$ cat src/rtl/ram_sweep_reader.sv
// ram_sweep_reader
//
// Read-side companion to the switch-driven RAM write path. The block walks
// the 32x8 single-port synchronous RAM one address at a time. It holds each
// captured word on disp_addr/disp_data so the word can be shown on the HEX
// displays.
//
// Modes:
//   run=1 : auto-scan. Each address is held for DWELL cycles, so the
//           period per address is RD_LAT+1+DWELL cycles.
//   run=0 : manual. The block advances one address per step pulse sampled
//           in HOLD. A step seen during READ is dropped, not queued.
//
// Ports:
//   CLOCK_50       in   sole clock, rising edge
//   reset          in   synchronous, active-high
//   run            in   level, 1 = auto-scan, 0 = manual
//   step           in   single-cycle pulse, manual advance
//   ram_addr       out  [ADDR_W] address driven to the RAM
//   ram_wren       out  RAM write enable, tied to 0
//   ram_q          in   [DATA_W] RAM read data
//   disp_addr      out  [ADDR_W] address of the displayed word
//   disp_data      out  [DATA_W] displayed word
//   disp_valid     out  set once any word has been captured
//   wrap           out  one-cycle pulse when ram_addr goes from max to 0
//   checksum       out  [DATA_W] sum mod 2^DATA_W of one full sweep (optional)
//   checksum_valid out  a sweep checksum has been produced (optional)
//
// Optional feature: define RAM_SWEEP_READER_CHECKSUM_EN to add the sweep
// checksum outputs and the logic behind them.
module ram_sweep_reader #(
  parameter int ADDR_W = 5,
  parameter int DATA_W = 8,
  parameter int DWELL  = 50000000,
  parameter int RD_LAT = 1
) (
  input  logic              CLOCK_50,
  input  logic              reset,
  input  logic              run,
  input  logic              step,
  output logic [ADDR_W-1:0] ram_addr,
  output logic              ram_wren,
  input  logic [DATA_W-1:0] ram_q,
  output logic [ADDR_W-1:0] disp_addr,
  output logic [DATA_W-1:0] disp_data,
  output logic              disp_valid,
`ifdef RAM_SWEEP_READER_CHECKSUM_EN
  output logic [DATA_W-1:0] checksum,
  output logic              checksum_valid,
`endif
  output logic              wrap
);

  // Counter widths include the terminal value, so DWELL=1 and RD_LAT=1
  // still give a width of at least one bit.
  localparam int DW_W  = $clog2(DWELL + 1);
  localparam int LAT_W = $clog2(RD_LAT + 1);

  localparam logic [DW_W-1:0]   DWELL_LAST = DW_W'(DWELL - 1);
  localparam logic [LAT_W-1:0]  LAT_LAST   = LAT_W'(RD_LAT - 1);
  localparam logic [ADDR_W-1:0] ADDR_ONE   = ADDR_W'(1);
  localparam logic [ADDR_W-1:0] ADDR_MAX   = '1;

  typedef enum logic [1:0] {
    IDLE    = 2'd0,
    READ    = 2'd1,
    CAPTURE = 2'd2,
    HOLD    = 2'd3
  } state_t;

  state_t             state, state_nxt;
  logic [DW_W-1:0]    dwell_cnt;
  logic [LAT_W-1:0]   lat_cnt;
  logic               start;
  logic               advance;
  logic               capture;

  assign ram_wren = 1'b0;

  always_ff @(posedge CLOCK_50) begin
    if (reset) state <= IDLE;
    else       state <= state_nxt;
  end

  always_comb begin
    state_nxt = state;
    start     = 1'b0;
    advance   = 1'b0;
    capture   = 1'b0;
    case (state)
      IDLE: begin
        if (run || step) begin
          start     = 1'b1;
          state_nxt = READ;
        end
      end
      READ: begin
        // step is deliberately not looked at here, so a step during READ is lost.
        if (lat_cnt == LAT_LAST) state_nxt = CAPTURE;
      end
      CAPTURE: begin
        capture   = 1'b1;
        state_nxt = HOLD;
      end
      HOLD: begin
        if (run) advance = (dwell_cnt == DWELL_LAST);
        else     advance = step;
        if (advance) state_nxt = READ;
      end
      default: state_nxt = IDLE;
    endcase
  end

  // Address issue: ram_addr stays put for the whole READ so the RAM output
  // settles on the word that CAPTURE takes.
  always_ff @(posedge CLOCK_50) begin
    if (reset) begin
      ram_addr <= '0;
      wrap     <= 1'b0;
      lat_cnt  <= '0;
    end else begin
      wrap <= advance && (ram_addr == ADDR_MAX);
      if (start)        ram_addr <= '0;
      else if (advance) ram_addr <= ram_addr + ADDR_ONE;
      if (state == READ && state_nxt == READ) lat_cnt <= lat_cnt + LAT_W'(1);
      else                                    lat_cnt <= '0;
    end
  end

  // Dwell timing: the counter only runs in auto-mode HOLD. Any other state,
  // or run=0, holds it at 0, so when run returns the count starts over.
  always_ff @(posedge CLOCK_50) begin
    if (reset) begin
      dwell_cnt <= '0;
    end else if (state == HOLD && run && !advance) begin
      dwell_cnt <= dwell_cnt + DW_W'(1);
    end else begin
      dwell_cnt <= '0;
    end
  end

  // Display capture: disp_* change only here, so they keep the previous
  // word while the next address is being read.
  always_ff @(posedge CLOCK_50) begin
    if (reset) begin
      disp_addr  <= '0;
      disp_data  <= '0;
      disp_valid <= 1'b0;
    end else if (capture) begin
      disp_addr  <= ram_addr;
      disp_data  <= ram_q;
      disp_valid <= 1'b1;
    end
  end

`ifdef RAM_SWEEP_READER_CHECKSUM_EN
  logic [DATA_W-1:0] acc;

  // Sweep checksum: the sweep always closes on the capture of the top
  // address, even when it did not begin at address 0.
  always_ff @(posedge CLOCK_50) begin
    if (reset) begin
      acc            <= '0;
      checksum       <= '0;
      checksum_valid <= 1'b0;
    end else if (capture) begin
      if (ram_addr == ADDR_MAX) begin
        checksum       <= acc + ram_q;
        checksum_valid <= 1'b1;
        acc            <= '0;
      end else begin
        acc <= acc + ram_q;
      end
    end
  end
`endif

endmodule
$ cat config.mk
export PLATFORM = sky130hd
export DESIGN_NAME = ram_sweep_reader
export DESIGN_NICKNAME = d
export VERILOG_FILES = /design/src/rtl/ram_sweep_reader.sv
export SDC_FILE = /design/constraint.sdc
export NUM_CORES = 1
export LEC_CHECK = 0
export CORE_MARGIN = 2
export CORE_UTILIZATION = 51
export CTS_BUF_LIST = sky130_fd_sc_hd__clkbuf_2 sky130_fd_sc_hd__clkbuf_4 sky130_fd_sc_hd__clkbuf_8
export DETAILED_ROUTE_END_ITERATION = 8
export GPL_TIMING_DRIVEN = 0
export PLACE_DENSITY = 0.88
export SETUP_SLACK_MARGIN = 0.02
export SLEW_MARGIN = 10
export SYNTH_ARGS = -nofsm -noshare
export SYNTH_HDL_FRONTEND = slang
export SYNTH_SLANG_ARGS = --single-unit
$ cat constraint.sdc
create_clock -name CLOCK_50 -period 1.65 [get_ports CLOCK_50]
set_input_delay 0.165 -clock CLOCK_50 [delete_from_list [all_inputs] [get_ports CLOCK_50]]
set_output_delay 0.165 -clock CLOCK_50 [all_outputs]
set_load 0.05 [all_outputs]
==> impl_metrics.toml <==
[yosys]
muxShareOfSynthArea_pct = 0
yosysTopAreaCell = "dfxtp_1"
yosys_warnings = 0
async_reset_ff_share_pct = 0
yosys-top-cells-area = "dfxtp_1 43%, nand2_1 6.5%, a21oi_1 6.1%, nor2_1 3.9%, nand3_1 3.3%"
synth_area_per_cell_um2 = 8.238
synthCells = 279
yosysSeqAreaShare_pct = 42.68
synth_top_family_by_area = "simple AND/OR/NAND/NOR gates"
ys_top_cells_by_count = "49 x dfxtp_1, 40 x nand2_1, 28 x a21oi_1, 24 x nor2_1, 15 x nand3_1"
synth-xor-area-share_pct = 4.573
synth_top_area_share_pct = 42.68
yosys.area_share.simple_pct = 31.41
yosysMostFrequentCell = "dfxtp_1"
synth_flop_cell = "dfxtp_1"
synth-adder-area-share_pct = 1.633
synth_edf_count = 0
syn_area_um2 = 2298
synth-compound-area-share_pct = 15.51
synth_seq_cells = 49
ys_types = 44

[cells_and_area]
finalNonFillerCells = 406
fin_area_um2 = 3432
drive_gt1_share_pct = 36.16
nets = 368
utilization_pct = 78.82
multi_input_area_um2 = 1441
area_delta_synth_final_pct = 49.32
fillers = 283
n_antenna_cell = 0
seq_area_um2 = 1040

[floorplan]
die_w_um = 71.13
rows = 24
io_pins = 33
fp.coreArea_um2 = 4354
die_h_um = 71.13
dieArea_um2 = 5059
initial_core_util_pct = 52.79

[grt]
grt_pass1_vias = 2332
grt_pass1_wl_um = 10960
grt_max_degree = 17
grt_remaining_overflow = 0
grt_use_total_pct = 27.25
antenna_found_initial = 0

[run]
max-cap-violations = 0

[hold_path]
hp-class = "in -> reg"
hp-start = "run"

[critical_path]
arrival_ns = 2.11
worst_setup_path_start_kind = "flop"
cp-startpoint = "dwell_cnt[9]$_SDFF_PP0_"
crit_chain = "nor4b_2, nand4_1, buf_6, buf_8, or4_4, nand3_2"
cp-end-kind = "flop"
required_ns = 1.91
timing.rr.start = "dwell_cnt[9]$_SDFF_PP0_"
crit_type = "reg -> reg"
crit_path_top_delay_cell = "or4_4"
crit_path_max_fanout = 7
critPathMaxStageDelay_ns = 0.52

[outcome]
violations = "setup timing"
status = "finished, violations left"

[route]
drt_iter0_markers = 178
dr.pass1.iters = 4
wl_per_cell_um = 17.92
ant_nets = 0
via_per_inst = 6.034
drcViolationCount = 0
routed_wl_um = 7275
dr_total_vias = 2450

[sta]
fin_crit_ns = 1.845
slew_violations = 0
setup_tns_ns = -4.072
relSlewSlack_pct = 63.97
worst_slack_ns = -0.1951
fmax_mhz = 542.0
worst_pin_slew_ns = 0.5404
setup_violations = 33
whs_ns = 0.2404
rsz0062_at_grt = "yes"
post-route-period-util_pct = 111.8
finalClockSkew_ns = 0.01116
hold_viol_final = 0

[pwr]
combinationalPowerShare_pct = 8.6
p_sw_share_pct = 25.67
sequentialPowerShare_pct = 51.9
p_sw_mw = 0.5897
intPower_mw = 1.707
leakage_nw = 1.388
power.total_mw = 2.297
power_density_nw_per_um2 = 669.2
clkPwrFrac_pct = 39.5
vdd_drop_max_mv = 0.7419

[placed_design]
dpl.cell_count = 362
gp_congestion = 0.8580
pre_cts_ws_ns = -0.4644
hpwl_um = 3626
place_area_um2 = 2746
port_buffers = 30

[clock_tree]
cts_max_level = 2
cts.sinks = 49
cts_buffers = 5
holdBufCountCts = 0
clk_pin_slew_worst_paths_ns = 0.10
clk_path_buf_depth = 2
clock_latency_ns = 0.32
cts_tree = "built"
cts_root_buf = "clkbuf_8"
## path summary, 6_finish.rpt
| check | end | slack, ns | cells after the start |
|---|---|---|---|
| hold / removal | dwell_cnt[25]$_SDFF_PP0_ | 0.24 | 3 |
| setup / recovery | ram_addr[2]$_SDFFE_PP0P_ | -0.20 | 6 |
| setup reg to reg | ram_addr[2]$_SDFFE_PP0P_ | -0.20 | 6 |
| hold reg to reg | disp_addr[4]$_SDFFE_PP0P_ | 0.46 | 2 |
## layout by cell type (no fill, tap or decap), types with 4 or more instances in the layout
master / netlist / final
o2111ai_1: 5 / 4
o31ai_1: 5 / 4
and2_1: 4 / 4
o21ai_0: 11 / 6
clkbuf_8: 0 / 6
a21oi_2: 0 / 6
inv_1: 7 / 7
buf_8: 0 / 5
buf_6: 0 / 7
a21oi_1: 28 / 22
nand3_2: 2 / 5
nor2_1: 24 / 18
or3_1: 6 / 4
buf_4: 1 / 31
clkbuf_1: 9 / 4
nand4_1: 5 / 5
nand3_1: 15 / 10
dfxtp_2: 0 / 17
or4_1: 8 / 5
xnor2_1: 7 / 6
xor2_1: 5 / 5
dlymetal6s2s_1: 0 / 10
clkdlybuf4s50_1: 0 / 11
dfxtp_4: 0 / 10
dlygate4sd2_1: 0 / 9
nor2_2: 0 / 6
dfxtp_1: 49 / 22
or4_4: 1 / 4
nand2_1: 40 / 38
## state kept, by name (all words and copies together), names as in the netlist
name	cells
dwell_cnt	26
disp_data	8
disp_addr	5
ram_addr	5
state	2
disp_valid	1
lat_cnt	1
wrap	1
## what timing repair did
item                                    CTS  global route
pin swaps                                24            10
endpoints found under the setup margin   40            52
cloned                                    2             0
gates resized for setup                  63            41
endpoints found under the hold margin     0             0
setup buffers                            27             8
## worst max-delay path, delay by kind of cell (launching register included)
kind | cells | cell delay (ns)
simple gates | 4 | 1.12
flops | 1 | 0.38
buf+inv | 2 | 0.29
## kinds of logic (layout without fill, tap and decap cells)
family | after synthesis | count (layout)
other | 1 | 2
buffers and inverters | 22 | 96
and+or+nand+nor | 134 | 134
AOI/OAI and AO/OA | 58 | 58
adders and majority gates | 3 | 3
xor gates and xnor gates | 12 | 12
DFF | 49 | 49
## cell type report
class,count,area share (%)
Inverter,7,0.7656
Buffer,14,3.463
Sequential cell,49,30.30
Clock buffer,5,2.005
Tap cell,52,1.896
Timing Repair Buffer,67,18.23
Clock inverter,3,1.349
Multi-Input combinational cell,209,42.00
## power by group through the flow
stage / Clock [mW] / Sequential [mW] / Combinational [mW]
6_report: 0.907 / 1.19 / 0.198
5_1_grt: 0.940 / 1.19 / 0.211
4_1_cts: 0.892 / 1.19 / 0.185
3_5_place_dp: 0 / 1.23 / 0.176
3_3_place_gp: 0 / 1.23 / 0.173
2_1_floorplan: 0 / 1.27 / 0.0742
## layer usage
layer  track usage (%)  routed length (µm)  vias to the layer above
met5                 0                   0                        -
met4             13.42                 293                        0
met3             6.410                 349                       26
met2             49.01                3851                       87
met1             29.88                2780                     1191
li1                  -                   -                     1146
(Power assumes the default switching activity.)
